==> src/rtl/cp_mem_arbiter.sv <==
// Two-requester round-robin arbiter with burst lock in front of the CP memory controller.
// Optional lock watchdog: define CPARB_LOCK_TIMEOUT_EN.
module cp_mem_arbiter #(
  parameter int ADDR_W       = 14,
  parameter int DATA_W       = 32,
  parameter int LOCK_TIMEOUT = 256
) (
  input  logic              clk,
  input  logic              rst,
  input  logic              a_req,
  input  logic              a_lock,
  input  logic              a_we,
  input  logic [1:0]        a_prog_sel,
  input  logic [ADDR_W-1:0] a_addr,
  input  logic [DATA_W-1:0] a_wdata,
  input  logic              b_req,
  input  logic              b_lock,
  input  logic              b_we,
  input  logic [1:0]        b_prog_sel,
  input  logic [ADDR_W-1:0] b_addr,
  input  logic [DATA_W-1:0] b_wdata,
  output logic              a_gnt,
  output logic              b_gnt,
  output logic              a_rvalid,
  output logic              b_rvalid,
  output logic [DATA_W-1:0] rdata,
  output logic [1:0]        program_sel,
  output logic              cp_mem_ctrl_we,
  output logic [ADDR_W-1:0] cp_mem_ctrl_addr,
  output logic [DATA_W-1:0] cp_mem_ctrl_in,
  input  logic [DATA_W-1:0] cp_mem_ctrl_out,
  output logic              lock_err
);

  typedef struct packed {
    logic [1:0]        prog_sel;
    logic              we;
    logic [ADDR_W-1:0] addr;
    logic [DATA_W-1:0] wdata;
  } cmd_t;

  typedef enum logic [1:0] {L_NONE, L_A, L_B} lock_t;

`ifdef CPARB_LOCK_TIMEOUT_EN
  localparam bit TO_EN = 1'b1;
`else
  localparam bit TO_EN = 1'b0;
`endif
  localparam int TO_W = $clog2(LOCK_TIMEOUT + 1);

  cmd_t       cmd_a, cmd_b, cmd_sel;
  logic [1:0] req, gnt, xfer;
  lock_t      lock_q, lock_nom, lock_d;
  logic       rr_q, rr_d;          // 1: B preferred on conflict
  logic       held_idle, brk;
  logic [TO_W-1:0] to_cnt;
  logic [1:0] vld_pipe, own_pipe, null_pipe;

  assign cmd_a   = '{prog_sel: a_prog_sel, we: a_we, addr: a_addr, wdata: a_wdata};
  assign cmd_b   = '{prog_sel: b_prog_sel, we: b_we, addr: b_addr, wdata: b_wdata};
  assign req     = {b_req, a_req};
  assign xfer    = req & gnt;
  assign cmd_sel = xfer[1] ? cmd_b : cmd_a;
  assign a_gnt   = gnt[0];
  assign b_gnt   = gnt[1];

  always_comb begin
    gnt = '0;
    if (!rst) begin
      case (lock_q)
        L_NONE: begin
          if (req[0] && (!req[1] || !rr_q)) gnt[0] = 1'b1;
          else if (req[1])                  gnt[1] = 1'b1;
        end
        L_A:     gnt[0] = req[0];
        L_B:     gnt[1] = req[1];
        default: gnt = '0;
      endcase
    end
  end

  always_comb begin
    lock_nom = lock_q;
    case (lock_q)
      L_NONE: begin
        if (xfer[0] && a_lock)      lock_nom = L_A;
        else if (xfer[1] && b_lock) lock_nom = L_B;
      end
      L_A: if ((xfer[0] && !a_lock) || (!a_req && !a_lock)) lock_nom = L_NONE;
      L_B: if ((xfer[1] && !b_lock) || (!b_req && !b_lock)) lock_nom = L_NONE;
      default: lock_nom = L_NONE;
    endcase
  end

  // Watchdog: owner holds the lock but moves nothing for LOCK_TIMEOUT cycles.
  assign held_idle = ((lock_q == L_A) && !xfer[0]) || ((lock_q == L_B) && !xfer[1]);
  assign brk       = TO_EN && held_idle && (lock_nom != L_NONE) &&
                     (to_cnt == TO_W'(LOCK_TIMEOUT - 1));
  assign lock_err  = brk;

  always_comb begin
    lock_d = lock_nom;
    rr_d   = (|xfer) ? xfer[0] : rr_q;
    if (brk) begin
      lock_d = L_NONE;
      rr_d   = (lock_q == L_A);
    end
  end

  always_ff @(posedge clk or posedge rst) begin
    if (rst) begin
      lock_q <= L_NONE;
      rr_q   <= 1'b0;
      to_cnt <= '0;
    end else begin
      lock_q <= lock_d;
      rr_q   <= rr_d;
      if (TO_EN && held_idle && (lock_nom != L_NONE) && !brk) to_cnt <= to_cnt + 1'b1;
      else                                                    to_cnt <= '0;
    end
  end

  // Command stage: a transfer in N is presented to the controller in N+1, idle otherwise.
  always_ff @(posedge clk or posedge rst) begin
    if (rst) begin
      program_sel      <= '0;
      cp_mem_ctrl_we   <= 1'b0;
      cp_mem_ctrl_addr <= '0;
      cp_mem_ctrl_in   <= '0;
    end else if (|xfer) begin
      program_sel      <= cmd_sel.prog_sel;
      cp_mem_ctrl_we   <= cmd_sel.we;
      cp_mem_ctrl_addr <= cmd_sel.addr;
      cp_mem_ctrl_in   <= cmd_sel.wdata;
    end else begin
      program_sel      <= '0;
      cp_mem_ctrl_we   <= 1'b0;
      cp_mem_ctrl_addr <= '0;
      cp_mem_ctrl_in   <= '0;
    end
  end

  // Read tags: {valid, owner, no-target} travel two stages to meet the SRAM data.
  always_ff @(posedge clk or posedge rst) begin
    if (rst) begin
      vld_pipe  <= '0;
      own_pipe  <= '0;
      null_pipe <= '0;
    end else begin
      vld_pipe  <= {vld_pipe[0],  (|xfer) && !cmd_sel.we};
      own_pipe  <= {own_pipe[0],  xfer[1]};
      null_pipe <= {null_pipe[0], cmd_sel.prog_sel == 2'b00};
    end
  end

  assign a_rvalid = vld_pipe[1] && !own_pipe[1];
  assign b_rvalid = vld_pipe[1] &&  own_pipe[1];
  assign rdata    = (vld_pipe[1] && null_pipe[1]) ? '0 : cp_mem_ctrl_out;

endmodule

==> config.mk <==
export PLATFORM = sky130hd
export DESIGN_NAME = cp_mem_arbiter
export DESIGN_NICKNAME = d
export VERILOG_FILES = /design/src/rtl/cp_mem_arbiter.sv
export SDC_FILE = /design/constraint.sdc
export NUM_CORES = 1
export LEC_CHECK = 0
export ABC_CLOCK_PERIOD_IN_PS = 2500
export BUFFER_PORTS_ARGS = -buffer_cell sky130_fd_sc_hd__buf_2
export CORE_AREA = 3 3 85 87
export CTS_BUF_LIST = sky130_fd_sc_hd__clkbuf_8
export DETAILED_ROUTE_END_ITERATION = 16
export DIE_AREA = 0 0 88 90
export GPL_TIMING_DRIVEN = 1
export PLACE_DENSITY_LB_ADDON = 0.3
export SLEW_MARGIN = 15
export SYNTH_ARGS = -nofsm -noshare
export SYNTH_HDL_FRONTEND = slang
export SYNTH_SLANG_ARGS = --single-unit
==> constraint.sdc <==
create_clock -name clk -period 2.5 [get_ports clk]
set_clock_uncertainty 0.15 [all_clocks]
set_input_delay 0.375 -clock clk [delete_from_list [all_inputs] [get_ports clk]]
set_output_delay 0.375 -clock clk [all_outputs]
set_load 0.005 [all_outputs]
==> results of run 1 <==
## cells by family (layout without fill, tap and decap cells)
family                 after synthesis  after routing  share of synthesized area
DFF                                 58             58                     0.6183
AOI/OAI and AO/OA                   57             57                     0.2058
and+or+nand+nor                     45             45                     0.1189
buffers and inverters               19            247                    0.05064
other                                1              1                   0.001598
muxes                                1              1                   0.004797
## metrics by stage
stage | hold slack (ps) | setup slack (ps) | util
4_1_cts | 97.07 | 357.9 | 0.5765
6_report | 118.6 | 407.7 | 0.5765
3_3_place_gp | 141.6 | 729.3 | 0.5441
5_1_grt | 102.4 | 249.1 | 0.5765
2_1_floorplan | 181.2 | 310.5 | -
3_5_place_dp | 150.3 | 686.0 | 0.5441
## critical path, delay by kind of cell
kind,cells,cell delay (ps)
simple gates,1,190
compound gates,1,120
buf+inv,4,890
## state kept, by name, indices dropped and copies added (netlist names)
name	cells
own_pipe	2
cp_mem_ctrl_we	1
null_pipe	2
lock_q	2
program_sel	2
rr_q	1
vld_pipe	2
cp_mem_ctrl_in	32
cp_mem_ctrl_addr	14
## path summary, 6_finish.rpt
check	start	slack (ps)	to
min in group asynchronous	rst	370	lock_q[1]$_DFFE_PP0P_
setup / recovery	rst	410	a_gnt
setup reg to reg	lock_q[0]$_DFFE_PP0P_	790	cp_mem_ctrl_in[25]$_DFF_PP0_
hold reg to reg	vld_pipe[0]$_DFF_PP0_	200	vld_pipe[1]$_DFF_PP0_
max in group asynchronous	rst	1270	cp_mem_ctrl_in[30]$_DFF_PP0_
hold / removal	b_addr[0]	120	cp_mem_ctrl_addr[0]$_DFF_PP0_
## cells in the final DEF (no fill, tap or decap), types with 2 or more instances in the layout
cell type	synthesis	routed
nand4_1	2	2
clkbuf_8	0	11
buf_2	5	220
inv_2	2	3
buf_4	1	4
a21oi_1	2	2
o21ai_2	2	2
a22o_1	49	49
dfrtp_1	58	58
and2_1	33	33
nor3b_2	2	2
inv_1	3	5
nand2_1	4	4
a21o_1	2	2
nor2_1	2	2
## area by class of cell
class | count | area [µm²]
fillers | 560 | 2720
flip-flops and latches | 58 | 1451
repair buffers | 226 | 1161
multi-input cells | 104 | 777.0
clock buffers | 11 | 151.4
well taps | 77 | 96.34
clock inverters | 5 | 46.29
inverters | 5 | 18.77
## power groups by stage
stage / logic, µW / registers (µW) / clock network (µW)
2_1_floorplan: 194 / 1090 / 0
3_3_place_gp: 454 / 1070 / 0
3_5_place_dp: 462 / 1080 / 0
4_1_cts: 464 / 1060 / 858
5_1_grt: 503 / 1070 / 905
6_report: 454 / 1060 / 829
## routing by layer
metal	share of wire	global-route usage	up-vias
met2	0.53	0.3317	137
met5	0	0	-
met1	0.34	0.1788	998
met4	0.016	0.06905	0
li1	-	-	1086
met3	0.12	0.06216	12
## timing repair
action | 4_1_cts | 5_1_grt
hold buffers | 1 | 0
endpoints found under the hold margin | 2 | 0
gates resized for setup | 0 | 0
==> metrics.yaml, run 1 <==
status:
  status: "completed"
detailed_routing:
  ant_nets: 0
  drt_iter0_drc: 32
  drc: 0
  wl_per_cell_um: 15.09
  via_count: 2233
  first_pass_iters: 4
  avgViaCountPerCell: 4.595
  drt-total-wl_um: 7336
die:
  core_area_um2: 6422
  fp.dieH_um: 90
  initial_core_util: 0.3655
  die_w_um: 88
  dieArea_um2: 7920
  num_io_pins: 222
  fp-row-count: 29
logic_synthesis:
  synth_area_um2: 2347
  synthCells: 181
  yosysWarnings: 0
  synth_edf_count: 0
  synth_top_area_frac: 0.6183
  synth.distinct_cells: 22
  ys_ff_latch: 58
  ys_top_cells_by_area: "dfrtp_1, a22o_1, and2_1"
  async_flop_share: 1.000
  synthFlopType: "dfrtp_1"
  synth_most_common_cell: "dfrtp_1"
  synth_nets: 317
  synth_area_per_cell_um2: 12.97
  yosysSeqAreaShare: 0.6183
  yosysTopAreaCell: "dfrtp_1"
  synthTopCellsByCount: "dfrtp_1, a22o_1, and2_1, buf_2, buf_6"
sta:
  rsz0062_at_grt: "no"
  min_period_over_period: 0.8369
  setup_violations: 0
  final_max_slew_viol_count: 0
  worstMarginPinSlew_ps: 672.5
  fin_crit_ps: 2092
  finalSetupTns_ps: 0
  finalHoldViolCount: 0
  max_freq_mhz: 477.9
  slew_headroom: 0.5506
clocking:
  htree_levels: 3
  cts_tree: "done"
  cts.clk_slew.worst_paths_ps: 60
  clk_latency_ps: 320
  cts_root_buf: "clkbuf_8"
  clockBufferDepth: 2
  clock-sinks: 58
  postCtsSetupRepairBufs: 0
  numCtsBuffers: 9
place:
  place_hpwl_um: 5914
  place.gp.congestion: 0.7348
  port_buffers: 220
  place_inst: 469
  placed_area_um2: 3495
critical_path:
  cp-start-kind: "input port"
  cp_common_cell: "buf_2"
  crit_fanout: 5
  slowest_delay_ps: 530
  end_kind: "output port"
  arrival_ps: 1570
  worstPathCellList: "dlygate4sd3_1 -> buf_2 -> nor3b_2 -> o21ai_2 -> inv_2 -> buf_2"
  worst-r2r-cell-count: 5
  worstSetupPathType: "input port to output port"
  cpMaxStageDelayCell: "dlygate4sd3_1"
  cp.required_ps: 1980
power_and_ir_drop:
  pwr-share-seq: 0.453
  cellLeakagePower_uw: 0.002183
  power_density_nw_per_um2: 632.8
  peakVddDrop_uv: 383.4
  clock_power_share: 0.354
  power_uw: 2343
  p_int_uw: 1780
  power_switching_uw: 563.1
  p_comb_frac: 0.194
  sw_frac_of_total: 0.2403
final_layout:
  fin_area_um2: 3702
  layout-drive-gt1-share: 0.6015
  area_delta_synth_final_pct: 57.73
  layout.nets: 540
  antenna_cells: 0
  layout.cells.non_filler: 486
min_path:
  worstHoldPathCells: 2
  hp-class: "input port to register"
grt:
  grt_pass1_wl_um: 10960
  grt_pass1_vias: 2348
  track_usage: 0.1796
  grt_overflow: 0
  antenna_found_initial: 0
  grt_max_degree: 33
job:
  drv_cap: 0
No activity file was read; power rests on OpenSTA's default activity.
==> run 2: changes to the inputs <==
--- a/config.mk
+++ b/config.mk
@@ -5,12 +5,12 @@
 export SDC_FILE = /design/constraint.sdc
 export NUM_CORES = 1
 export LEC_CHECK = 0
-export ABC_CLOCK_PERIOD_IN_PS = 2500
+export ABC_CLOCK_PERIOD_IN_PS = 1700
 export BUFFER_PORTS_ARGS = -buffer_cell sky130_fd_sc_hd__buf_2
-export CORE_AREA = 3 3 85 87
+export CORE_MARGIN = 3
+export CORE_UTILIZATION = 34
 export CTS_BUF_LIST = sky130_fd_sc_hd__clkbuf_8
 export DETAILED_ROUTE_END_ITERATION = 16
-export DIE_AREA = 0 0 88 90
 export GPL_TIMING_DRIVEN = 1
 export PLACE_DENSITY_LB_ADDON = 0.3
 export SLEW_MARGIN = 15
==> constraint.sdc (replaced) <==
create_clock -name clk -period 1.7 [get_ports clk]
set_clock_uncertainty 0.15 [all_clocks]
set_input_delay 0.255 -clock clk [delete_from_list [all_inputs] [get_ports clk]]
set_output_delay 0.255 -clock clk [all_outputs]
set_load 0.005 [all_outputs]
==> run 2 against run 1 <==
Net effect:
- sequential cell count is the same
- non-clock buffer count grew 100
- power grew 83%
- the flow now finishes with violations (negative setup slack)
- wire length grew 44%
- critical path depth shrank 1
- cell count grew 21%
- die area grew 0.22%
- clock power grew 100%
- register-to-register slack lost 740 ps
- hold slack lost 93 ps
==> metrics.yaml, run 2 (synthesis gave the netlist of run 1 again) <==
status:
  status: "finished with violations"
  violations: "negative setup slack"
final_layout:
  multi_input_area_um2: 854.6
  layout.nets: 640
  top_regs: "cp_mem_ctrl_in: 32 flops, cp_mem_ctrl_addr: 14 flops"
  fill_cells: 398
  layout-drive-gt1-share: 0.5678
  final_util: 0.7720
  final_cell_mix: "buf_2, dlygate4sd3_1, dfrtp_1, a22o_1, and2_4"
  area_delta_synth_final_pct: 114.8
  mostFrequentLayoutCell: "buf_2"
  largest_reg_flops: 32
  seq_area_um2: 1451
  antenna_cells: 0
  top_register: "cp_mem_ctrl_in"
die:
  core_area_um2: 6531
  initial_core_util: 0.3594
  dieArea_um2: 7937
  fp-row-count: 29
  num_io_pins: 222
  fp.dieH_um: 89.09
  die_w_um: 89.09
critical_path:
  r2r_slack_ps: 50
  worst-r2r-cell-count: 6
  r2r_end: "cp_mem_ctrl_in[20]$_DFF_PP0_"
  end_kind: "output port"
  arrival_ps: 1320
  reg2reg_from: "rr_q$_DFFE_PP0P_"
  cp-start-kind: "register"
  crit_fanout: 2
  worstSetupPathType: "register to output port"
  cp.required_ps: 1290
clocking:
  clk_latency_ps: 320
  htree_levels: 3
  clockBufferDepth: 2
  cts_root_buf: "clkbuf_8"
  numCtsBuffers: 9
  cts_tree: "done"
  cts.clk_slew.worst_paths_ps: 60
  clock-sinks: 58
sta:
  fin_ws_ps: -20.16
  min_period_over_period: 1.012
  holdWs_ps: 25.50
  max_freq_mhz: 581.3
  rsz0062_at_grt: "yes"
  finalHoldViolCount: 0
  fin_crit_ps: 1720
  setup_violations: 1
  final_max_slew_viol_count: 0
detailed_routing:
  first_pass_iters: 4
  wl_per_cell_um: 17.99
  avgViaCountPerCell: 4.855
  drc: 0
  drt_iter0_drc: 68
  ant_nets: 0
  via_count: 2845
  drt-total-wl_um: 10540
grt:
  grt_pass1_vias: 2886
  grt_overflow: 0
  grt_max_degree: 34
  grt_pass1_wl_um: 14070
  antenna_found_initial: 0
  track_usage: 0.2432
min_path:
  hp-class: "input port to register"
  worstHoldPathCells: 2
  hold_start: "b_wdata[5]"
  min_to: "cp_mem_ctrl_in[5]$_DFF_PP0_"
power_and_ir_drop:
  power_density_nw_per_um2: 849.8
  cellLeakagePower_uw: 0.002791
  peakVddDrop_uv: 640.8
place:
  port_buffers: 220
  place_hpwl_um: 5828
  place.gp.congestion: 0.7488
job:
  drv_cap: 0
## run 2: changes by cell type in the layout (fill, tap and decap cells not counted), moves of 3 or more
cell,before,now
dlygate4sd3_1,1,87
and2_1,33,9
and2_4,0,24
buf_6,0,19
buf_2,220,203
buf_4,4,10
bufinv_16,1,4
## run 2: power by group
part | switching (µW) | internal, µW
clock network | 535 | 1160
registers | 47.8 | 1510
logic | 399 | 634
total | 982 | 3300
## run 2: repair_timing
action | in CTS | in global routing
hold endpoints to repair | 104 | 5
gates resized for setup | 4 | 45
gates cloned | 2 | 3
hold buffers | 82 | 5
endpoints found under the setup margin | 27 | 61
buffers inserted | 5 | 2
pin swaps | 3 | 22
## run 2: cell type report
cell class	instances	share of cell area
clock buffer	10	0.02730
clock inverter	6	0.02556
inverter	5	0.004466
multi-input combinational	104	0.1695
sequential	58	0.2878
tap	77	0.01911
timing repair buffer	326	0.4663
## run 2: through the flow
stage / setup TNS (ps) / instances / worst slack, ps / cell area [µm²] / total power [µW]
CTS: -2.333 / 576 / -1.442 / 4732 / 4175
finish: -20.16 / 586 / -20.16 / 5042 / 4285
floorplan: 0 / 181 / 51.32 / 2351 / 1884
global route: -707.6 / 586 / -122.6 / 5042 / 4477
detailed placement: 0 / 471 / 136.9 / 3526 / 2274
global placement: 0 / 471 / 173.9 / 3526 / 2258
## run 2: worst max-delay path by stage
stage / from / to / cells after the start
floorplan: rst / lock_q[0]$_DFFE_PP0P_ / 3
global placement: lock_q[1]$_DFFE_PP0P_ / a_gnt / 5
detailed placement: lock_q[1]$_DFFE_PP0P_ / a_gnt / 5
CTS: lock_q[1]$_DFFE_PP0P_ / a_gnt / 5
global route: lock_q[1]$_DFFE_PP0P_ / a_gnt / 5
finish: lock_q[1]$_DFFE_PP0P_ / a_gnt / 5
## run 2: worst max-delay path: stages (launching register included)
cell,delay [ps]
dfrtp_1,390
nor3b_2,230
o21ai_2,110
inv_2,90
buf_12,110
buf_6,80
## run 2: layer usage
layer / GRT usage / vias to the layer above / routed length (µm)
li1: - / 1288 / -
met2: 0.4655 / 171 / 5976
met1: 0.2293 / 1356 / 3341
met3: 0.08295 / 30 / 861
met4: 0.1123 / 0 / 360
met5: 0 / - / 0
==> run 3: changes to the inputs <==
--- a/config.mk
+++ b/config.mk
@@ -5,13 +5,12 @@
 export SDC_FILE = /design/constraint.sdc
 export NUM_CORES = 1
 export LEC_CHECK = 0
-export ABC_CLOCK_PERIOD_IN_PS = 1700
+export ABC_CLOCK_PERIOD_IN_PS = 1500
 export BUFFER_PORTS_ARGS = -buffer_cell sky130_fd_sc_hd__buf_2
 export CORE_MARGIN = 3
 export CORE_UTILIZATION = 34
 export CTS_BUF_LIST = sky130_fd_sc_hd__clkbuf_8
 export DETAILED_ROUTE_END_ITERATION = 16
-export GPL_TIMING_DRIVEN = 1
 export PLACE_DENSITY_LB_ADDON = 0.3
 export SLEW_MARGIN = 15
 export SYNTH_ARGS = -nofsm -noshare
==> constraint.sdc (replaced) <==
create_clock -name clk -period 1.5 [get_ports clk]
set_clock_uncertainty 0.15 [all_clocks]
set_input_delay 0.225 -clock clk [delete_from_list [all_inputs] [get_ports clk]]
set_output_delay 0.225 -clock clk [all_outputs]
set_load 0.005 [all_outputs]
==> run 3 against run 2 <==
Net effect:
- the flow still finishes with violations (negative setup slack)
- cell count up 3.8%
- sequential share of layout area is 1.9 points lower
- via count grew 5.7%
- largest cell class unchanged
- design area up 7.1%
- die area unchanged
- non-clock buffer count rose by 22
- first-iteration DRC count up 16%
- count of clock-buffer cells in the layout rose by 2
- register-to-register slack got worse by 220 ps
- sequential cell count did not move
==> metrics.yaml, run 3 (synthesis gave the netlist of run 1 again) <==
status:
  status: "finished with violations"
  violations: "negative setup slack"
grt:
  grt_pass1_wl_um: 15890
  grt_pass1_vias: 3100
  grt_overflow: 0
  track_usage: 0.2721
  antenna_found_initial: 0
  grt_max_degree: 34
detailed_routing:
  dr_wl_met2_um: 6304
  drt_iter0_drc: 79
  wirelength_met1_um: 4110
  wl_per_cell_um: 19.78
  drc: 0
  drt-total-wl_um: 12030
  via_count: 3007
  avgViaCountPerCell: 4.946
  ant_nets: 0
  first_pass_iters: 4
  top_layer: "met4"
  wl_met3_um: 1127
final_layout:
  area_delta_synth_final_pct: 130.1
  mostFrequentLayoutCell: "buf_2"
  layout-drive-gt1-share: 0.5782
  largest_reg_flops: 32
  final_util: 0.8268
  seq_area_um2: 1453
  layout.nets: 662
  top_register: "cp_mem_ctrl_in"
  top_regs: "cp_mem_ctrl_in: 32 flops, cp_mem_ctrl_addr: 14 flops"
  fill_cells: 355
  antenna_cells: 0
  final_cell_mix: "buf_2, dlygate4sd3_1, dfrtp_1, a22o_1, buf_6"
  multi_input_area_um2: 895.9
sta:
  fin_ws_ps: -170.3
  fin_crit_ps: 1670
  rsz0062_at_grt: "yes"
  max_freq_mhz: 598.7
  setup_violations: 86
  finalHoldViolCount: 0
  final_max_slew_viol_count: 0
  min_period_over_period: 1.114
  holdWs_ps: 29.91
  finalSetupTns_ps: -8784
clocking:
  clock-sinks: 58
  cts.clk_slew.worst_paths_ps: 60
  cts_tree: "done"
  clockBufferDepth: 2
  clk_latency_ps: 330
  numCtsBuffers: 9
  htree_levels: 3
  cts_root_buf: "clkbuf_8"
critical_path:
  end_kind: "output port"
  r2r_slack_ps: -170
  startpoint: "vld_pipe[1]$_DFF_PP0_"
  cp.required_ps: 1120
  reg2reg_from: "rr_q$_DFFE_PP0P_"
  crit_fanout: 8
  arrival_ps: 1300
  r2r_end: "cp_mem_ctrl_in[7]$_DFF_PP0_"
  worstSetupPathType: "register to output port"
  cp-start-kind: "register"
  worst-r2r-cell-count: 7
die:
  core_area_um2: 6531
  dieArea_um2: 7937
  fp-row-count: 29
  initial_core_util: 0.3594
  fp.dieH_um: 89.09
  die_w_um: 89.09
  num_io_pins: 222
min_path:
  hold_start: "b_lock"
  hp-class: "input port to register"
  min_to: "lock_q[1]$_DFFE_PP0P_"
  worstHoldPathCells: 3
power_and_ir_drop:
  cellLeakagePower_uw: 0.002938
  power_density_nw_per_um2: 830.0
  peakVddDrop_uv: 693.2
job:
  drv_cap: 0
place:
  place.gp.congestion: 0.7692
  place_hpwl_um: 5943
  port_buffers: 220
==> run 3: cell count changes in the layout (fill, tap and decap cells not counted), moves of 4 or more <==
cell and delta:
and2_1 -8, dlygate4sd3_1 +12, buf_2 -16, bufinv_16 -4, and2_4 +8, buf_6 +17
==> run 3: cell type report <==
class                           instances  share of cell area
Clock inverter                          4            0.003244
Tap cell                               77             0.01784
Clock buffer                           12             0.03058
Timing Repair Buffer                  348              0.5074
Multi-Input combinational cell        104              0.1659
Sequential cell                        58              0.2690
Inverter                                5            0.006024
==> run 3: routing by layer <==
| metal | vias to the layer above | GRT usage |
|---|---|---|
| met1 | 1420 | 0.2801 |
| li1 | 1340 | - |
| met4 | 0 | 0.1448 |
| met3 | 41 | 0.08664 |
| met2 | 206 | 0.4889 |
| met5 | - | 0 |
==> run 3: repair_timing <==
action                                  in CTS  in global routing
hold buffers                                99                  0
gates cloned                                 4                  4
setup buffers                               10                  3
pin swaps                                    4                 43
resized for setup                           29                 58
endpoints found under the hold margin      108                  0
endpoints found under the setup margin      83                 86
==> run 3: worst max-delay path, cell delays in order, from the launching register on <==
cell and delay (ps):
dfrtp_1 410, nand2_4 150, clkbuf_16 170, and2_4 140, buf_6 90
==> run 3: through the flow <==
| step | cells | instance area, µm² | total power [µW] | setup slack [ps] |
|---|---|---|---|---|
| 6_report | 608 | 5400 | 4482 | -170.3 |
| 5_1_grt | 608 | 5400 | 4676 | -223.0 |
| 4_1_cts | 602 | 5064 | 4271 | -156.4 |
| 3_5_place_dp | 473 | 3566 | 2592 | -39.53 |
| 3_3_place_gp | 473 | 3566 | 2579 | 43.71 |
| 2_1_floorplan | 181 | 2351 | 2136 | -117.2 |
==> run 3: worst max path at each step <==
stage                                   endpoint  slack [ps]  cells after the start
global route                               b_gnt        -220                      4
global placement    cp_mem_ctrl_in[16]$_DFF_PP0_          40                      5
floorplan                  lock_q[0]$_DFFE_PP0P_        -120                      3
CTS                                        b_gnt        -160                      4
finish                                 rdata[27]        -170                      4
detailed placement  cp_mem_ctrl_in[12]$_DFF_PP0_         -40                      5
==> run 3: where the power goes <==
part           leakage, µW  switching [µW]  internal, µW
Sequential        0.000767            59.7          1720
Combinational      0.00207             525           858
Clock             0.000105             605           718
Total              0.00294            1190          3290
